==> config.mk <==
export PLATFORM = sky130hd
export DESIGN_NAME = map_tile_store
export DESIGN_NICKNAME = d
export VERILOG_FILES = /design/src/rtl/map_tile_store.sv
export SDC_FILE = /design/constraint.sdc
export NUM_CORES = 2
export LEC_CHECK = 0
export CAP_MARGIN = 20
export CORE_ASPECT_RATIO = 0.5
export CORE_MARGIN = 10
export CORE_UTILIZATION = 36
export CTS_CLUSTER_SIZE = 12
export DETAILED_ROUTE_END_ITERATION = 8
export PLACE_DENSITY = 0.5
export RECOVER_POWER = 50
export SLEW_MARGIN = 20
export SYNTH_ARGS = -nofsm -noshare
export SYNTH_HDL_FRONTEND = slang
export SYNTH_SLANG_ARGS = --single-unit
==> constraint.sdc <==
create_clock -name map_clk -period 20.7 [get_ports map_clk]
set_input_delay 4.14 -clock map_clk [delete_from_list [all_inputs] [get_ports map_clk]]
set_output_delay 4.14 -clock map_clk [all_outputs]
set_load 0.02 [all_outputs]
==> src/rtl/map_tile_store.sv <==
// Tile-map storage: zero-latency grid read for the renderer, req/ack write/swap port, init fill sequencer.
// Define MAP_BORDER_EN to have init paint WALL_TILE around the map perimeter.
module map_tile_store #(
    parameter int                MAP_WIDTH  = 13,
    parameter int                MAP_HEIGHT = 13,
    parameter int                TILE_W     = 19,
    parameter logic [TILE_W-1:0] FLOOR_TILE = TILE_W'(1'b0),
    parameter logic [TILE_W-1:0] WALL_TILE  = TILE_W'(1'b1)
) (
    input  logic              map_clk,
    input  logic              rstn,
    input  logic [3:0]        grid_x,
    input  logic [3:0]        grid_y,
    output logic [TILE_W-1:0] tile_id,
    output logic              ready,
    input  logic              init_req,
    input  logic              wr_req,
    input  logic              wr_op,
    input  logic [3:0]        wr_x,
    input  logic [3:0]        wr_y,
    input  logic [3:0]        wr_x2,
    input  logic [3:0]        wr_y2,
    input  logic [TILE_W-1:0] wr_tile,
    output logic              wr_ack,
    output logic              wr_err
);
    localparam int         N_CELLS = MAP_WIDTH * MAP_HEIGHT;
    localparam int         IDX_W   = 8;
    localparam logic [4:0] W_LIM   = 5'(MAP_WIDTH);
    localparam logic [4:0] H_LIM   = 5'(MAP_HEIGHT);
    localparam logic [3:0] X_LAST  = 4'(MAP_WIDTH - 1);
    localparam logic [3:0] Y_LAST  = 4'(MAP_HEIGHT - 1);
`ifdef MAP_BORDER_EN
    localparam logic BORDER_EN = 1'b1;
`else
    localparam logic BORDER_EN = 1'b0;
`endif

    typedef enum logic [1:0] {ST_INIT = 2'd0, ST_IDLE = 2'd1, ST_SWAP2 = 2'd2} state_t;

    function automatic logic [IDX_W-1:0] cell_idx(input logic [3:0] x, input logic [3:0] y);
        return IDX_W'(y) * IDX_W'(MAP_WIDTH) + IDX_W'(x);
    endfunction

    function automatic logic in_range(input logic [3:0] x, input logic [3:0] y);
        return ({1'b0, x} < W_LIM) && ({1'b0, y} < H_LIM);
    endfunction

    logic [TILE_W-1:0] cells_r [N_CELLS];
    state_t            state_r, state_nxt_s;
    logic [3:0]        init_x_r, init_y_r, init_x_nxt_s, init_y_nxt_s;
    logic [TILE_W-1:0] tmp_r, tmp_nxt_s;
    logic [IDX_W-1:0]  swp_idx_r, swp_idx_nxt_s;
    logic              wr_ack_r, wr_err_r, ready_r, ack_nxt_s, err_nxt_s;
    logic              we_s;
    logic [IDX_W-1:0]  waddr_s;
    logic [TILE_W-1:0] wdata_s;

    logic              a_ok_s, b_ok_s, g_ok_s, border_s;
    logic [IDX_W-1:0]  a_idx_s, b_idx_s, g_idx_s, init_idx_s;
    logic [TILE_W-1:0] a_data_s, b_data_s, init_fill_s;

    assign a_ok_s      = in_range(wr_x, wr_y);
    assign b_ok_s      = in_range(wr_x2, wr_y2);
    assign g_ok_s      = in_range(grid_x, grid_y);
    assign a_idx_s     = cell_idx(wr_x, wr_y);
    assign b_idx_s     = cell_idx(wr_x2, wr_y2);
    assign g_idx_s     = cell_idx(grid_x, grid_y);
    assign init_idx_s  = cell_idx(init_x_r, init_y_r);
    assign a_data_s    = a_ok_s ? cells_r[a_idx_s] : TILE_W'(1'b0);
    assign b_data_s    = b_ok_s ? cells_r[b_idx_s] : TILE_W'(1'b0);
    assign border_s    = (init_x_r == 4'd0) || (init_y_r == 4'd0) ||
                         (init_x_r == X_LAST) || (init_y_r == Y_LAST);
    assign init_fill_s = (BORDER_EN && border_s) ? WALL_TILE : FLOOR_TILE;

    assign wr_ack = wr_ack_r;
    assign wr_err = wr_err_r;
    assign ready  = ready_r;

    // Renderer read path; INIT masks the partially filled storage.
    always_comb begin
        tile_id = TILE_W'(1'b0);
        if (!g_ok_s) begin
            tile_id = TILE_W'(1'b0);
        end else if (state_r == ST_INIT) begin
            tile_id = FLOOR_TILE;
        end else begin
            tile_id = cells_r[g_idx_s];
        end
    end

    // Next-state, single storage write port and handshake outputs.
    always_comb begin
        state_nxt_s   = state_r;
        init_x_nxt_s  = init_x_r;
        init_y_nxt_s  = init_y_r;
        tmp_nxt_s     = tmp_r;
        swp_idx_nxt_s = swp_idx_r;
        ack_nxt_s     = 1'b0;
        err_nxt_s     = 1'b0;
        we_s          = 1'b0;
        waddr_s       = init_idx_s;
        wdata_s       = init_fill_s;
        case (state_r)
            ST_INIT: begin
                we_s = 1'b1;
                if (init_x_r == X_LAST) begin
                    init_x_nxt_s = 4'd0;
                    if (init_y_r == Y_LAST) begin
                        init_y_nxt_s = 4'd0;
                        state_nxt_s  = ST_IDLE;
                    end else begin
                        init_y_nxt_s = init_y_r + 4'd1;
                    end
                end else begin
                    init_x_nxt_s = init_x_r + 4'd1;
                end
            end
            ST_IDLE: begin
                if (init_req) begin
                    init_x_nxt_s = 4'd0;
                    init_y_nxt_s = 4'd0;
                    state_nxt_s  = ST_INIT;
                end else if (wr_req && !wr_ack_r) begin
                    if (!a_ok_s || (wr_op && !b_ok_s)) begin
                        ack_nxt_s = 1'b1;
                        err_nxt_s = 1'b1;
                    end else if (!wr_op) begin
                        we_s      = 1'b1;
                        waddr_s   = a_idx_s;
                        wdata_s   = wr_tile;
                        ack_nxt_s = 1'b1;
                    end else begin
                        // First half of the swap; B's address is captured so SWAP2 is self-contained.
                        we_s          = 1'b1;
                        waddr_s       = a_idx_s;
                        wdata_s       = b_data_s;
                        tmp_nxt_s     = a_data_s;
                        swp_idx_nxt_s = b_idx_s;
                        state_nxt_s   = ST_SWAP2;
                    end
                end else begin
                    state_nxt_s = ST_IDLE;
                end
            end
            ST_SWAP2: begin
                we_s        = 1'b1;
                waddr_s     = swp_idx_r;
                wdata_s     = tmp_r;
                ack_nxt_s   = 1'b1;
                state_nxt_s = ST_IDLE;
            end
            default: begin
                init_x_nxt_s = 4'd0;
                init_y_nxt_s = 4'd0;
                state_nxt_s  = ST_INIT;
            end
        endcase
    end

    // Control state and registered handshake outputs.
    always_ff @(posedge map_clk or negedge rstn) begin
        if (!rstn) begin
            state_r   <= ST_INIT;
            init_x_r  <= 4'd0;
            init_y_r  <= 4'd0;
            tmp_r     <= TILE_W'(1'b0);
            swp_idx_r <= IDX_W'(1'b0);
            wr_ack_r  <= 1'b0;
            wr_err_r  <= 1'b0;
            ready_r   <= 1'b0;
        end else begin
            state_r   <= state_nxt_s;
            init_x_r  <= init_x_nxt_s;
            init_y_r  <= init_y_nxt_s;
            tmp_r     <= tmp_nxt_s;
            swp_idx_r <= swp_idx_nxt_s;
            wr_ack_r  <= ack_nxt_s;
            wr_err_r  <= err_nxt_s;
            ready_r   <= (state_nxt_s == ST_IDLE) && !ack_nxt_s;
        end
    end

    // Map storage; intentionally not reset, init overwrites every cell.
    always_ff @(posedge map_clk) begin
        if (we_s) begin
            cells_r[waddr_s] <= wdata_s;
        end
    end
endmodule

# After elaboration in Yosys (flattened, before gate mapping)
# Memories as Yosys holds them, arrays and structs flattened. A register that Yosys moved wholly into a read port is not among the register bits.
# Cells that the tools add are included.
[totals]
ff_bits = 21
ram_bits = 3211
n_memories = 1
[classes]
n_addsub = 6
n_mul = 4
magnitude_cmp = 6
n_eq_ne = 7
n_mux = 40
bitwise = 3
reduce_logical = 17
[mem_list]
columns = ["memory", "depth", "width", "rd", "rd_ports_with_merged_regs", "wr", "line_no", "text"]
rows = [
  ["cells_r", 169, 19, 3, 1, 1, "49", "logic [TILE_W-1:0] cells_r [N_CELLS];"],
]
[ops]
columns = ["op", "count"]
rows = [
  ["19-bit 2-to-1 mux", 7],
  ["19-bit one-hot mux with 2 select lines", 1],
  ["8-bit by 4-bit adder with 8-bit output", 4],
  ["4-bit by 4-bit multiplier with 8-bit output (second input constant)", 4],
  ["4-bit less-than comparator (second input constant)", 6],
  ["8-bit 2-to-1 mux", 3],
  ["4-bit one-hot mux with 3 select lines", 2],
  ["4-bit 2-to-1 mux", 4],
  ["8-bit one-hot mux with 2 select lines", 1],
  ["1-bit 2-to-1 mux", 13],
  ["2-bit 2-to-1 mux", 6],
  ["4-bit by 1-bit adder with 4-bit output (second input constant)", 2],
  ["4-bit equality test (second input constant)", 2],
  ["1-bit logical AND", 6],
  ["2-bit one-hot mux with 3 select lines", 1],
  ["1-bit zero test", 5],
  ["5-bit AND reduction", 1],
  ["2-bit by 1-bit equality test with 1-bit output (second input constant)", 2],
  ["2-bit inequality test (second input constant)", 2],
  ["1-bit one-hot mux with 2 select lines", 2],
  ["1-bit inverter", 3],
  ["3-bit AND reduction", 1],
  ["2-bit equality test (second input constant)", 1],
  ["2-bit zero test", 1],
  ["other kinds (3)", 3],
]

# Longest topological paths before layout
[depth]
depth_word = 11
depth_mapped = 18
mapped_depth_nobuf = 15

# Worst setup path before layout
# No wires, ideal clock.
[synth_timing]
kind = "input port to flip-flop"
startpoint = "in wr_y2[0]"
endpoint = "mem cells_r[0][4] (data pin)"
t_arrival_ps = 14074
path_slack_ps = 5081
cell_stages = 17
path_cell_list = "inv_1 ha_1 ha_1 fa_1 ha_1 or2_1 and3_4 or2_1 buf_2 buf_6 buf_2 buf_2 o211ai_1 o311ai_1 nand2_1 nand3_1 o31ai_1"
[synth_via]
elab_chain_len = 9
elab_cells_between_ends = 14
cone_classes = "1 x add/sub; 1 x mul; 1 x order compare; 6 x mux; 4 x reduce/logical; 1 x memory"
[synth_lines]
columns = ["element", "line_no", "text"]
rows = [
  ["start, declared", "22", "input logic [3:0] wr_y2,"],
  ["4-bit by 4-bit multiplier with 8-bit output or 4-bit less-than comparator (tied branches)", "42, 46", ""],
  ["8-bit by 4-bit adder with 8-bit output or 1-bit logical AND (tied branches)", "42, 46", ""],
  ["memory read 169 x 19 bit or 1-bit zero test (tied branches)", "--", ""],
  ["19-bit 2-to-1 mux or 1-bit logical AND (tied branches)", "71, 125", ""],
  ["19-bit 2-to-1 mux or 1-bit logical OR (tied branches)", "128, 125", ""],
  ["19-bit 2-to-1 mux *", "125", "if (!a_ok_s || (wr_op && !b_ok_s)) begin"],
  ["19-bit 2-to-1 mux *", "124", "end else if (wr_req && !wr_ack_r) begin"],
  ["19-bit 2-to-1 mux *", "120", "if (init_req) begin"],
  ["19-bit one-hot mux with 2 select lines *", "104", "case (state_r)"],
  ["named net wdata_s[4]", "57", "logic [TILE_W-1:0] wdata_s;"],
  ["end, declared", "49", ""],
]
# The timed path passes the listed nets; every way through them passes the cells marked *.

# Worst setup path in the final report
[layout_timing]
startpoint = "in wr_y2[0]"
endpoint = "mem cells_r[91][18] (data pin)"
[layout_via]
elab_chain_len = 9
elab_cells_between_ends = 14
cone_classes = "1 x add/sub; 1 x mul; 1 x order compare; 6 x mux; 4 x reduce/logical; 1 x memory"
[layout_lines]
columns = ["element", "line_no", "text"]
rows = [
  ["4-bit by 4-bit multiplier with 8-bit output", "42", "return IDX_W'(y) * IDX_W'(MAP_WIDTH) + IDX_W'(x);"],
  ["8-bit by 4-bit adder with 8-bit output", "42", ""],
  ["named net b_idx_s[0]", "60", "logic [IDX_W-1:0] a_idx_s, b_idx_s, g_idx_s, init_idx_s;"],
  ["memory read 169 x 19 bit", "--", ""],
  ["19-bit 2-to-1 mux", "71", "assign b_data_s = b_ok_s ? cells_r[b_idx_s] : TILE_W'(1'b0);"],
  ["19-bit 2-to-1 mux", "128", "end else if (!wr_op) begin"],
  ["19-bit 2-to-1 mux", "125", ""],
  ["19-bit 2-to-1 mux", "124", ""],
  ["19-bit 2-to-1 mux", "120", ""],
  ["19-bit one-hot mux with 2 select lines", "104", ""],
  ["named net wdata_s[18]", "57", ""],
]
# The timed path passes the listed nets, and every way through them passes these cells.

==> summary.md <==
| Metric | Value |
|---|---|
| Port bufs | 69 |
| Final slew viol count | 3574 |
| Post-Syn Area | 179000 sq um |
| Slowest cell on crit path | clkbuf_1 |
| H-tree level count | 5 |
| Cell mode on critical path | clkbuf_1 |
| VDD IR max | 0.0000840 V |
| Mux share of post-synthesis cell area | 34.4% |
| Die width | 1.02 mm |
| Worst path cell trace | dlygate4sd3_1 > ha_1 > clkbuf_1 > clkbuf_1 > buf_12 > mux4_2 > mux4_2 > o21ai_0 > a21oi_1 > a31o_4 > clkbuf_1 |
| FFs w/ async S/R, synth | 1.23% |
| Layout cell share with drive strength beyond 1 | 35.3% |
| Power per cell area | 95.1 nW/um^2 |
| # rows | 183 |
| Slowest stage delay, CP | 3530 ps |
| GRT Total Usage | 30.1% |
| Final Instance Count excl. Fillers | 16900 |
| Fin Setup TNS | 0 ps |
| Leakage | 0.0514 uW |
| Status | complete, but fails checks |
| Initial core utilization | 36.1% |
| Die Ht | 519 microns |
| GRT overflow | 0 |
| Vias per inst | 7.07 |
| Final GP Congestion | 0.977 |
| Core ar. | 496000 sq um |
| Unique masters post-synth | 89 |
| Final Critical Period | 17040 ps |
| Post-DRT Antenna Nets | 0 |
| Clock skew | 114 ps |
| Net count after synthesis | 10100 |
| Slew @ Worst Pin | 5090 ps |
| Total number of vias | 120000 |
| Critical Path AT | 17000 ps |
| Hold slack | 483 ps |
| Cells after Synth | 9995 |
| IO Pins | 70 |
| Setup bufs post-CTS | 0 |
| Avg Synthesized Cell Area | 17.9 sq um |
| CTS Sinks | 3251 |
| Largest family of logic cells by synthesized area | multiplexers |
| CTS tree | done |
| Register bit total from synthesis | 3251 |
| NumNets Final | 10200 |
| Post-Synth Adder-Cell Area | 0.725% |
| Final Hold Viols | 0 |
| Critical path launch point type | input port |
| Synth Area in Simple Gates | 4.91% |
| Post-synthesis sequential area ratio | 54.4% |
| Total die area | 528000 sq um |
| Final Cycle Share | 82.3% |
| Total CTS buffers | 340 |
| Area of the multi-input gates | 78400 sq um |
| DRT Pass-1 Iters | 7 |
| Worst skew pair latency | 990 ps |
| Max Fanout on Critical Path | 96 |
| Initial drt markers | 21700 |
| Maximum number of pins on one net before global-route repair | 170 |
| Post-route DRC | 0 |
| Initial antenna violation count | 81 |
| Final Util | 40.1% |
| Compound-Gate Fraction of Synth Area | 2.94% |
| Hold/Removal Path Class | reg -> reg |
| Rel. slew slack | -239% |
| Synth Warn # | 0 |
| CP Class | in -> reg |
| CP required | 20650 ps |
| RSZ-0062 raised after global routing | no |
| Post-cts resize count | 0 |
| Post-DP HPWL | 523 mm |
| Number of global-route vias before repair | 114000 |
| Placed cell areas | 190000 sq um |
| Number of synthesized flops with an enable pin | 3211 |
| Setup violators final | 0 |
| FF-to-FF setup slack | 12270 ps |
| Clk root buf | clkbuf_16 |
| Filler Cells Inserted | 44700 |
| Register Area | 97400 sq um |
| Clock Pin Slew Worst Setup and Hold Paths | 60 ps |
| Max-cap violations | 193 |
| Final WL | 817 mm |
| Xor-xnor portion of the synthesized cell area | 0.106% |
| Setup crit end kind | flop |
| Area Overhead vs Synth | 11.0% |
| Synth Flop Type | edfxtp_1 |
| Inst Count DP | 16300 |
| Fmax | 0.0587 GHz |
| First-pass GRT wire length | 1080 mm |
| Max Root-Sink Buffers | 4 |
| Failing checks | max-capacitance violations, max-slew violations |
| Finished Cell Area | 199000 sq um |
| # hold bufs at CTS | 0 |
| DR WL/cell | 48.2 microns |
==> path summary, 6_finish.rpt <==
path	start	to	cells past startpoint
setup / recovery	wr_y2[0]	cells_r[91][18]	11
hold / removal	tmp_r[0]	tmp_r[0]	2
setup reg to reg	init_y_r[0]	cells_r[55][18]	15
hold reg to reg	tmp_r[0]	tmp_r[0]	2
max in group asynchronous	rstn	tmp_r[17]	2
min in group asynchronous	rstn	init_x_r[3]	2
==> critical path, delay by kind of cell <==
kind                     cells  cell delay [ps]
buffers and inverters        5             8560
adder cells (fa/ha/maj)      1             2270
multiplexers                 2              800
AO/OA/AOI/OAI                3              680
==> layer usage <==
| metal | GRT usage [%] | part of all wire, % | up-vias |
|---|---|---|---|
| met3 | 15.4 | 17 | 1789 |
| met4 | 12.6 | 5.2 | 48 |
| met2 | 40.8 | 41 | 9926 |
| li1 | - | - | 43200 |
| met1 | 40.3 | 37 | 64800 |
| met5 | 0.261 | 0.073 | - |
==> sequential cells by signal, indices dropped and copies added (netlist names) <==
register / flops
wr_err: 1
tmp_r: 19
swp_idx_r: 8
init_y_r: 4
init_x_r: 4
ready: 1
cells_r: 3211
wr_ack: 1
state_r: 2
==> cell families (layout without fill, tap and decap cells) <==
| kind of cell | after synthesis | count (layout) |
|---|---|---|
| DFF | 3251 | 3251 |
| muxes | 2874 | 2874 |
| and+or+nand+nor | 2039 | 2039 |
| buffers and inverters | 947 | 1180 |
| AOI/OAI and AO/OA | 765 | 765 |
| adders and majority gates | 99 | 99 |
| xor gates and xnor gates | 20 | 20 |
| other | 0 | 51 |
==> layout by cell type (no fill, tap or decap), drive strengths merged, types with 62 or more instances in the layout <==
master / netlist / routed
a21oi: 127 / 127
a31oi: 67 / 67
buf: 547 / 370
clkbuf: 351 / 577
clkdlybuf4s50: 0 / 62
clkinv: 0 / 98
edfxtp: 3211 / 3211
ha: 91 / 91
mux2i: 243 / 243
mux4: 2618 / 2618
nand2: 1061 / 1061
nand3: 360 / 360
nand4: 95 / 95
nor2: 347 / 347
o21ai: 164 / 164
==> power breakdown <==
group | internal, uW | switching [uW]
Sequential | 7120 | 0
Combinational | 1370 | 4560
Clock | 3100 | 2760
Total | 11600 | 7320
==> cell type report <==
| class | count | area share (%) |
|---|---|---|
| flip-flops and latches | 3251 | 49.0 |
| multi-input cells | 5797 | 39.4 |
| clock buffers | 421 | 4.51 |
| well taps | 6660 | 4.19 |
| repair buffers | 595 | 2.37 |
| clock inverters | 115 | 0.349 |
| inverters | 49 | 0.0931 |
| diodes | 51 | 0.0642 |
==> cell usage after synthesis, drive strengths merged (10+ instances only) <==
library cell / count / area share [%]
nor4: 17 / 0.059
a211oi: 26 / 0.11
nor2: 347 / 0.73
a32oi: 55 / 0.27
buf: 547 / 1.7
xor2: 10 / 0.057
mux2i: 243 / 1.4
a221oi: 23 / 0.12
and3: 36 / 0.13
edfxtp: 3211 / 54
nand4: 95 / 0.33
nand2: 1061 / 2.2
a32o: 22 / 0.12
a22oi: 59 / 0.25
o22ai: 42 / 0.15
nand2b: 18 / 0.063
a21oi: 127 / 0.36
o221ai: 15 / 0.073
and2: 18 / 0.063
o21ai: 164 / 0.46
o211ai: 31 / 0.13
or2: 10 / 0.035
ha: 91 / 0.64
nor3: 43 / 0.13
mux2: 13 / 0.082
clkbuf: 351 / 0.74
dfrtp: 40 / 0.56
a22o: 21 / 0.10
mux4: 2618 / 33
o2111ai: 21 / 0.10
inv: 49 / 0.10
nand3: 360 / 1.0
xnor2: 10 / 0.049
a31oi: 67 / 0.23
a221o: 13 / 0.073
==> stage by stage <==
stage / total power (uW) / setup WS [ps]
CTS: 18600 / 5160
finish: 18900 / 3660
detailed placement: 12800 / 5160
global route: 19100 / 3180
floorplan: 9890 / 5080
global placement: 12800 / 5160
Power figures use the tool's default switching activity.
